### src/rtl/tetris_pkg.sv
// Shared definitions for the Tetris input front end:
// key indices, repeat-FSM states and 50 MHz timing defaults.
package tetris_pkg;

  localparam int KEY_LEFT  = 0;
  localparam int KEY_RIGHT = 1;
  localparam int KEY_ROT   = 2;

  localparam int DEF_DEBOUNCE_CYCLES = 500_000;
  localparam int DEF_REPEAT_DELAY    = 10_000_000;
  localparam int DEF_REPEAT_RATE     = 2_500_000;

  typedef enum logic [1:0] {
    RPT_IDLE,
    RPT_DELAY,
    RPT_REPEAT
  } rpt_state_e;

  function automatic int imax(input int a, input int b);
    return (a > b) ? a : b;
  endfunction

endpackage

### src/rtl/key_debouncer.sv
// One raw active-low button: synchroniser, debounce filter,
// debounced active-high level and registered press edge.
module key_debouncer
  import tetris_pkg::*;
#(
  parameter int DEBOUNCE_CYCLES = DEF_DEBOUNCE_CYCLES
) (
  input  logic CLOCK_50,
  input  logic reset,
  input  logic key_n_raw,
  output logic level,
  output logic press
);

  localparam int CW = $clog2(DEBOUNCE_CYCLES + 1);
  localparam logic [CW-1:0] LAST = CW'(DEBOUNCE_CYCLES - 1);

  logic          sync1_q;
  logic          sync2_q;
  logic [1:0]    vld_q;
  logic          stable_q;
  logic          press_q;
  logic          arm_q;
  logic [CW-1:0] cnt_q;
  logic          sample;
  logic          flip;

  assign sample = ~sync2_q;
  assign flip   = (sample != stable_q) && (cnt_q == LAST);

  // A key held through reset must be seen released before it may press.
  always_ff @(posedge CLOCK_50 or posedge reset) begin
    if (reset) begin
      sync1_q  <= 1'b1;
      sync2_q  <= 1'b1;
      vld_q    <= '0;
      stable_q <= 1'b0;
      press_q  <= 1'b0;
      arm_q    <= 1'b0;
      cnt_q    <= '0;
    end else begin
      sync1_q <= key_n_raw;
      sync2_q <= sync1_q;
      vld_q   <= {vld_q[0], 1'b1};
      press_q <= flip & ~stable_q & arm_q;
      if (vld_q[1] && !sample && !stable_q) begin
        arm_q <= 1'b1;
      end
      if (sample == stable_q) begin
        cnt_q <= '0;
      end else if (flip) begin
        cnt_q    <= '0;
        stable_q <= sample;
      end else begin
        cnt_q <= cnt_q + CW'(1);
      end
    end
  end

  assign level = stable_q;
  assign press = press_q;

endmodule

### src/rtl/input_conditioner.sv
// Button front end for the game FSM: debounced keys, lateral
// auto-repeat, and a priority arbiter emitting one pulse per cycle.
module input_conditioner
  import tetris_pkg::*;
#(
  parameter int DEBOUNCE_CYCLES = DEF_DEBOUNCE_CYCLES,
  parameter int REPEAT_DELAY    = DEF_REPEAT_DELAY,
  parameter int REPEAT_RATE     = DEF_REPEAT_RATE
) (
  input  logic       CLOCK_50,
  input  logic       reset,
  input  logic [2:0] key_n,
  output logic       left_final,
  output logic       right_final,
  output logic       rot_final,
  output logic [2:0] key_level
);

  localparam int CW =
    $clog2(imax(REPEAT_DELAY, REPEAT_RATE) + 1);
  localparam logic [CW-1:0] DLY_LAST  = CW'(REPEAT_DELAY - 1);
  localparam logic [CW-1:0] RATE_LAST = CW'(REPEAT_RATE - 1);

  logic [2:0]    level;
  logic [2:0]    press;
  logic [2:0]    req;
  logic [2:0]    grant;
  logic [2:0]    pend_q;
  logic [2:0]    pend_d;
  logic [2:0]    fin_q;
  logic          both;
  rpt_state_e    st_q  [2];
  rpt_state_e    st_d  [2];
  logic [CW-1:0] cnt_q [2];
  logic [CW-1:0] cnt_d [2];

  for (genvar g = 0; g < 3; g++) begin : g_key
    key_debouncer #(
      .DEBOUNCE_CYCLES(DEBOUNCE_CYCLES)
    ) u_db (
      .CLOCK_50 (CLOCK_50),
      .reset    (reset),
      .key_n_raw(key_n[g]),
      .level    (level[g]),
      .press    (press[g])
    );
  end

  // Left and right held together cancel each other entirely.
  always_comb begin
    both = level[KEY_LEFT] & level[KEY_RIGHT];
    req  = '0;
    req[KEY_ROT] = press[KEY_ROT];
    for (int i = 0; i < 2; i++) begin
      st_d[i]  = st_q[i];
      cnt_d[i] = cnt_q[i];
      if (both) begin
        st_d[i]  = RPT_IDLE;
        cnt_d[i] = '0;
      end else begin
        unique case (st_q[i])
          RPT_IDLE: begin
            if (press[i]) begin
              req[i]   = 1'b1;
              cnt_d[i] = '0;
              st_d[i]  = RPT_DELAY;
            end
          end
          RPT_DELAY: begin
            if (!level[i]) begin
              st_d[i]  = RPT_IDLE;
              cnt_d[i] = '0;
            end else if (cnt_q[i] == DLY_LAST) begin
              req[i]   = 1'b1;
              cnt_d[i] = '0;
              st_d[i]  = RPT_REPEAT;
            end else begin
              cnt_d[i] = cnt_q[i] + CW'(1);
            end
          end
          RPT_REPEAT: begin
            if (!level[i]) begin
              st_d[i]  = RPT_IDLE;
              cnt_d[i] = '0;
            end else if (cnt_q[i] == RATE_LAST) begin
              req[i]   = 1'b1;
              cnt_d[i] = '0;
            end else begin
              cnt_d[i] = cnt_q[i] + CW'(1);
            end
          end
          default: begin
            st_d[i]  = RPT_IDLE;
            cnt_d[i] = '0;
          end
        endcase
      end
    end
  end

  always_comb begin
    grant = '0;
    priority case (1'b1)
      pend_q[KEY_ROT]:   grant[KEY_ROT]   = 1'b1;
      pend_q[KEY_LEFT]:  grant[KEY_LEFT]  = 1'b1;
      pend_q[KEY_RIGHT]: grant[KEY_RIGHT] = 1'b1;
      default:           grant = '0;
    endcase
    pend_d = (pend_q & ~grant) | req;
  end

  always_ff @(posedge CLOCK_50 or posedge reset) begin
    if (reset) begin
      st_q   <= '{RPT_IDLE, RPT_IDLE};
      cnt_q  <= '{default: '0};
      pend_q <= '0;
      fin_q  <= '0;
    end else begin
      st_q   <= st_d;
      cnt_q  <= cnt_d;
      pend_q <= pend_d;
      fin_q  <= grant;
    end
  end

  assign left_final  = fin_q[KEY_LEFT];
  assign right_final = fin_q[KEY_RIGHT];
  assign rot_final   = fin_q[KEY_ROT];
  assign key_level   = level;

endmodule

### config.mk
export PLATFORM = sky130hd
export DESIGN_NAME = input_conditioner
export DESIGN_NICKNAME = d
export VERILOG_FILES = /design/src/rtl/tetris_pkg.sv /design/src/rtl/key_debouncer.sv /design/src/rtl/input_conditioner.sv
export SDC_FILE = /design/constraint.sdc
export NUM_CORES = 1
export LEC_CHECK = 0
export ABC_CLOCK_PERIOD_IN_PS = 5600
export CORE_ASPECT_RATIO = 0.9
export CORE_MARGIN = 5
export CORE_UTILIZATION = 55
export CTS_BUF_LIST = sky130_fd_sc_hd__clkbuf_8 sky130_fd_sc_hd__clkbuf_16
export CTS_CLUSTER_SIZE = 40
export DETAILED_ROUTE_END_ITERATION = 6
export PLACE_DENSITY = 0.72
export SYNTH_ARGS = -nofsm -noshare
export SYNTH_HDL_FRONTEND = slang
export SYNTH_SLANG_ARGS = --single-unit
export TNS_END_PERCENT = 20
### constraint.sdc
create_clock -name CLOCK_50 -period 5.6 [get_ports CLOCK_50]
set_input_delay 1.12 -clock CLOCK_50 [delete_from_list [all_inputs] [get_ports CLOCK_50]]
set_output_delay 1.12 -clock CLOCK_50 [all_outputs]
set_load 0.05 [all_outputs]
==> results of run 1 <==
==> cells by family after synthesis <==
| logic type | Yosys count |
|---|---|
| DFF | 132 |
| AOI/OAI and AO/OA | 63 |
| adders and majority gates | 14 |
| buffers and inverters | 46 |
| and+or+nand+nor | 349 |
| muxes | 4 |
| other | 1 |
| xor gates and xnor gates | 80 |
==> state kept, by name (all words and copies together), names as in the netlist <==
| name | flops |
|---|---|
| g_key.u_db.cnt_q | 57 |
| cnt_q | 48 |
| st_q | 4 |
| fin_q | 3 |
| g_key.u_db.arm_q | 3 |
| g_key.u_db.level | 3 |
| g_key.u_db.press | 3 |
| g_key.u_db.sync1_q | 3 |
| g_key.u_db.sync2_q | 3 |
| pend_q | 3 |
| g_key.u_db.vld_q | 2 |
==> power groups by stage <==
stage / combinational [mW] / sequential (mW) / clock [mW]
floorplan: 0.0296 / 0.987 / 0
global placement: 0.0404 / 0.988 / 0
detailed placement: 0.0414 / 0.988 / 0
CTS: 0.0419 / 0.972 / 1.14
global route: 0.0471 / 0.973 / 1.20
finish: 0.0396 / 0.972 / 1.12
==> per-layer routing <==
| layer | vias up | GRT usage | part of all wire |
|---|---|---|---|
| met5 | - | 0 | 0 |
| li1 | 2415 | - | - |
| met2 | 88 | 0.311 | 0.49 |
| met3 | 16 | 0.0494 | 0.039 |
| met1 | 2442 | 0.252 | 0.46 |
| met4 | 0 | 0.0715 | 0.013 |
==> placed cells by master, fill, tap and decap left out, types with 6 or more instances in the layout <==
master,netlist,layout
ha_1,14,14
nor4b_1,7,7
nor3_1,9,9
o22ai_1,6,6
nand2_1,49,49
and3_1,23,23
clkbuf_16,0,17
clkdlybuf4s50_1,0,10
and2_1,11,11
dfstp_2,6,6
nor4_1,10,10
nor2_1,116,116
xnor2_1,37,37
and4_1,10,10
nand3_1,45,45
nand2b_1,7,7
a21oi_1,11,11
o21ai_0,18,18
xor2_1,43,43
dfrtp_1,126,126
inv_1,26,29
a31oi_1,7,7
nand4_1,27,27
==> metrics by stage <==
stage | total power [mW] | instance area [um2] | hold WS (ps)
6_report | 2.13 | 7480 | 348
5_1_grt | 2.22 | 7480 | 354
4_1_cts | 2.16 | 7480 | 351
3_5_place_dp | 1.03 | 6870 | 338
3_3_place_gp | 1.03 | 6870 | 333
2_1_floorplan | 1.02 | 6660 | 331
==> worst paths after layout <==
path	cells past startpoint	endpoint	slack, ps	start
worst max register to register	6	cnt_q[12]$_DFFE_PP0P_	2660	cnt_q[11]$_DFFE_PP0P_
worst min register to register	0	pend_q[2]$_DFF_PP0_	350	g_key[2].u_db.press$_DFF_PP0_
worst max-delay path	1	key_level[0]	2570	g_key[0].u_db.level$_DFFE_PP0P_
worst min-delay path	0	pend_q[2]$_DFF_PP0_	350	g_key[2].u_db.press$_DFF_PP0_
max in group asynchronous	3	g_key[1].u_db.sync2_q$_DFF_PP1_	3370	reset
min in group asynchronous	2	cnt_q[0]$_DFFE_PP0P_	1190	reset
==> area by class of cell <==
class,instances,share of cell area
repair buffers,12,0.0154
multi-input cells,511,0.421
inverters,26,0.0134
clock inverters,12,0.0187
well taps,160,0.0268
clock buffers,20,0.0624
flip-flops and latches,132,0.443
==> impl_metrics.tcl, run 1 <==
set metrics [dict create \
    synth_simple_gate_area_frac 0.272 \
    dp_slack_ps 2670 \
    outcome "complete, no violations" \
    yosysMostFrequentCell "dfrtp_1" \
    postRouteAntennaNets 0 \
    dp_hpwl_mm 8.79 \
    viasPerCell 5.68 \
    ir_drop_uv 237 \
    cap_violations 0 \
    cts_buffers 17 \
    finalNonFillerCells 873 \
    leakage_nw 3.21 \
    pwr-share-clk 0.526 \
    cpMaxStageDelayCell "clkdlybuf4s50_1" \
    ctsLongestPathBuffers 2 \
    tightest_slew_ps 746 \
    cts_sinks 132 \
    cts_root_buf "clkbuf_16" \
    syn-mean-instance-area_um2 9.67 \
    synthTopCellsByCount "dfrtp_1 (126), nor2_1 (116), nand2_1 (49)" \
    fp.dieH_um 114 \
    vias 4961 \
    die_w_um 126 \
    gp_congestion 0.883 \
    grt_max_degree 63 \
    synth_edf_count 0 \
    grt_overflow 0 \
    intPower_mw 1.70 \
    post-synth-top-area-fraction 0.473 \
    synth_cells 689 \
    cellPowerDensity_mw_per_mm2 285 \
    critPathRequiredTime_ps 4480 \
    pwr-share-seq 0.455 \
    grt_pass1_wl_mm 22.5 \
    combPwrFrac 0.019 \
    dieArea_mm2 0.0144 \
    row_count 38 \
    grt_usage 0.192 \
    cts_resized 0 \
    synth_xor_area_frac 0.105 \
    io_buffers 10 \
    synth_top_family_by_area "simple AND/OR/NAND/NOR gates" \
    synth_ff_type "dfrtp_1" \
    syn_area_mm2 0.00666 \
    synth_nets 708 \
    cp.arrival_ps 1910 \
    netlist_top_cells_area "dfrtp_1 (47%), nor2_1 (6.5%), xor2_1 (5.7%)" \
    insertion_delay_ps 420 \
    finalCritPeriodShare 0.541 \
    drt_iter0_markers 318 \
    cts_tree "yes" \
    startpoint_type "flip-flop" \
    ys_seq_area_frac 0.497 \
    post-route-util 0.624 \
    routedWlPerCell_um 14.6 \
    switching_share 0.203 \
    path_class "flip-flop to primary output" \
    synth_cell_type_count 56 \
    crit_family "buffers and inverters" \
    place_inst 841 \
    skew_ps 7.11 \
    maxSlewHeadroom 0.503 \
    start_util 0.556 \
    synth_compound_area_frac 0.0618 \
    layout_min_cycle_time_ps 3030 \
    setup_violations 0 \
    synth_seq_cells 132 \
    ios 11 \
    path_buf_inv 1 \
    nets 719 \
    tns_ps 0 \
    n_fill_cell 1035 \
    drc_errors 0 \
    drive_gt1_frac 0.0701 \
    area_growth_pct 12.3 \
    synth.area.mux_share 0.00620 \
    final.setup.worst_slack_ps 2570 \
    antenna_found_initial 0 \
    htree_levels 4 \
    finalWirelength_mm 12.7 \
    p_sw_mw 0.434 \
    holdCritPathClass "flip-flop to flip-flop" \
    grt_pass1_vias 4856 \
    firstDrtPassIters 5 \
    ys_warn_count 0 \
    finalHoldViolations 0 \
    rsz0062_at_grt "no" \
    synth_fa_ha_area_frac 0.0263 \
    max_freq_mhz 330 \
    seqCellArea_mm2 0.00331 \
    crit_path_end_kind "primary output" \
    cts_setup_buffers 0 \
    crit_fanout 13 \
    worst_path_largest_cell_delay_ps 900 \
    async_flop_share 1.00 \
    yosysTopAreaCell "dfrtp_1" \
    slew_viol_final 0 \
    diodes 0 \
    cts_hold_buffers 0 \
    multiInputGateArea_mm2 0.00315 \
    core_area_mm2 0.0120 \
    path_cells "clkdlybuf4s50_1" \
    clk_pin_slew_ps 60 \
]
Note: power is estimated with default switching activity, not from simulation.
==> run 2: changes to the inputs <==
--- a/config.mk
+++ b/config.mk
@@ -5,7 +5,7 @@
 export SDC_FILE = /design/constraint.sdc
 export NUM_CORES = 1
 export LEC_CHECK = 0
-export ABC_CLOCK_PERIOD_IN_PS = 5600
+export ABC_CLOCK_PERIOD_IN_PS = 2900
 export CORE_ASPECT_RATIO = 0.9
 export CORE_MARGIN = 5
 export CORE_UTILIZATION = 55
==> constraint.sdc (replaced) <==
create_clock -name CLOCK_50 -period 2.9 [get_ports CLOCK_50]
set_input_delay 0.58 -clock CLOCK_50 [delete_from_list [all_inputs] [get_ports CLOCK_50]]
set_output_delay 0.58 -clock CLOCK_50 [all_outputs]
set_load 0.05 [all_outputs]
==> impl_metrics.tcl, run 2 (same netlist as run 1, synthesis figures left out) <==
set metrics [dict create \
    crit_path_end_kind "flip-flop" \
    fp.dieH_um 114 \
    clk_pin_slew_ps 60 \
    ctsLongestPathBuffers 2 \
    crit_family "simple AND/OR/NAND/NOR gates" \
    dp_hpwl_mm 8.65 \
    pwr-share-seq 0.444 \
    hp-start "g_key[1].u_db.sync1_q$_DFF_PP1_" \
    seqCellArea_mm2 0.00331 \
    row_count 38 \
    mostFrequentLayoutCells "dfrtp_1 (126), nor2_1 (116), nand2_1 (49)" \
    drc_errors 0 \
    timing.rr.end "cnt_q[18]$_DFFE_PP0P_" \
    p_sw_mw 0.892 \
    combPwrFrac 0.019 \
    cpMaxStageDelayCell "or4_1" \
    drt_iter0_markers 446 \
    path_buf_inv 0 \
    postRouteAntennaNets 0 \
    crit_fanout 14 \
    grt_max_degree 133 \
    reg.largest.list "g_key.u_db.cnt_q (57), cnt_q (48), st_q (4)" \
    cts_root_buf "clkbuf_16" \
    rrSetupSlack_ps 280 \
    area_growth_pct 13.0 \
    skew_ps 5.32 \
    rsz0062_at_grt "no" \
    setup_violations 0 \
    tightest_slew_ps 684 \
    grt_usage 0.194 \
    cts_resized 0 \
    tns_ps 0 \
    ios 11 \
    htree_levels 4 \
    gp_congestion 0.877 \
    antenna_found_initial 0 \
    cts_hold_buffers 0 \
    cts_setup_buffers 0 \
    start_util 0.556 \
    intPower_mw 3.33 \
    path_class "flip-flop to flip-flop" \
    leakage_nw 3.23 \
    cts_tree "yes" \
    drive_gt1_frac 0.0755 \
    maxSlewHeadroom 0.544 \
    dieArea_mm2 0.0144 \
    viasPerCell 5.61 \
    slew_viol_final 0 \
    routedWlPerCell_um 14.9 \
    die_w_um 126 \
    startpoint_type "flip-flop" \
    outcome "complete, no violations" \
    finalHoldViolations 0 \
    grt_pass1_vias 4861 \
    max_freq_mhz 381 \
    rr_startpoint "cnt_q[11]$_DFFE_PP0P_" \
    grt_pass1_wl_mm 22.8 \
    n_fill_cell 977 \
    cellPowerDensity_mw_per_mm2 560 \
    holdCritPathClass "flip-flop to flip-flop" \
    diodes 0 \
    cts_buffers 17 \
    hold_path_depth 0 \
    worst_path_largest_cell_delay_ps 580 \
    final_common_cell "dfrtp_1" \
    post_dp_cell_area_mm2 0.00690 \
    cts_sinks 132 \
    insertion_delay_ps 420 \
    nets 721 \
    largest_reg_flops 57 \
    critPathRequiredTime_ps 3170 \
    switching_share 0.211 \
    layout_min_cycle_time_ps 2620 \
    io_buffers 10 \
    multiInputGateArea_mm2 0.00315 \
    cp.arrival_ps 2900 \
    path_cells "nor2_1 > or4b_1 > or4_1 > a32o_1 > nand2_1 > o311ai_0" \
    cp_num_cells 6 \
    core_area_mm2 0.0120 \
    grt_overflow 0 \
    min_to "g_key[1].u_db.sync2_q$_DFF_PP1_" \
    vias 4911 \
    finalWirelength_mm 13.1 \
    top_register "g_key.u_db.cnt_q" \
    pwr-share-clk 0.537 \
    finalCritPeriodShare 0.904 \
    cap_violations 0 \
    firstDrtPassIters 5 \
    ir_drop_uv 480 \
    final_area_mm2 0.00753 \
    reg2reg_depth 6 \
]
==> run 2: worst register-to-register path, stage by stage (launching register included) <==
cell and delay, ps:
dfrtp_1 440, nor2_1 120, or4b_1 480, or4_1 580, a32o_1 420, nand2_1 280
o311ai_0 160
==> run 2: final cells by class <==
type                       count  area share
inverter                      26      0.0135
sequential                   132       0.439
clock inverter                15      0.0272
timing repair buffer          14      0.0189
clock buffer                  17      0.0565
multi-input combinational    511       0.418
tap                          160      0.0266
==> run 2: worst max-delay path by stage <==
| stage | end | from | slack [ps] |
|---|---|---|---|
| CTS | cnt_q[18]$_DFFE_PP0P_ | cnt_q[11]$_DFFE_PP0P_ | 290 |
| finish | cnt_q[18]$_DFFE_PP0P_ | cnt_q[11]$_DFFE_PP0P_ | 280 |
| detailed placement | cnt_q[18]$_DFFE_PP0P_ | cnt_q[11]$_DFFE_PP0P_ | 310 |
| global placement | cnt_q[18]$_DFFE_PP0P_ | cnt_q[11]$_DFFE_PP0P_ | 390 |
| floorplan | cnt_q[36]$_DFFE_PP0P_ | cnt_q[39]$_DFFE_PP0P_ | 560 |
| global route | cnt_q[18]$_DFFE_PP0P_ | cnt_q[11]$_DFFE_PP0P_ | 130 |
==> run 2: metrics by stage <==
step                      setup WS (ps)  power (mW)  utilization  instances  hold slack (ps)
after CTS                           290        4.27        0.629        875              355
after floorplan                     557        1.96            -        689              331
after detailed placement            313        1.99        0.576        843              344
after global placement              389        1.99        0.576        843              337
after global routing                126        4.38        0.629        875              364
final                               279        4.22        0.629        875              354
==> run 2: power groups by stage <==
stage               sequential, mW  combinational [mW]  clock, mW
finish                        1.88              0.0788       2.27
floorplan                     1.91              0.0575          0
global placement              1.91              0.0794          0
detailed placement            1.91              0.0815          0
CTS                           1.88              0.0819       2.32
global route                  1.88              0.0936       2.41
==> run 2: routing by layer <==
| metal | vias to the layer above | share of wire | GRT usage |
|---|---|---|---|
| met5 | - | 0 | 0 |
| met4 | 0 | 0.0086 | 0.0629 |
| met3 | 10 | 0.037 | 0.0564 |
| met2 | 97 | 0.49 | 0.311 |
| met1 | 2378 | 0.47 | 0.258 |
| li1 | 2426 | - | - |
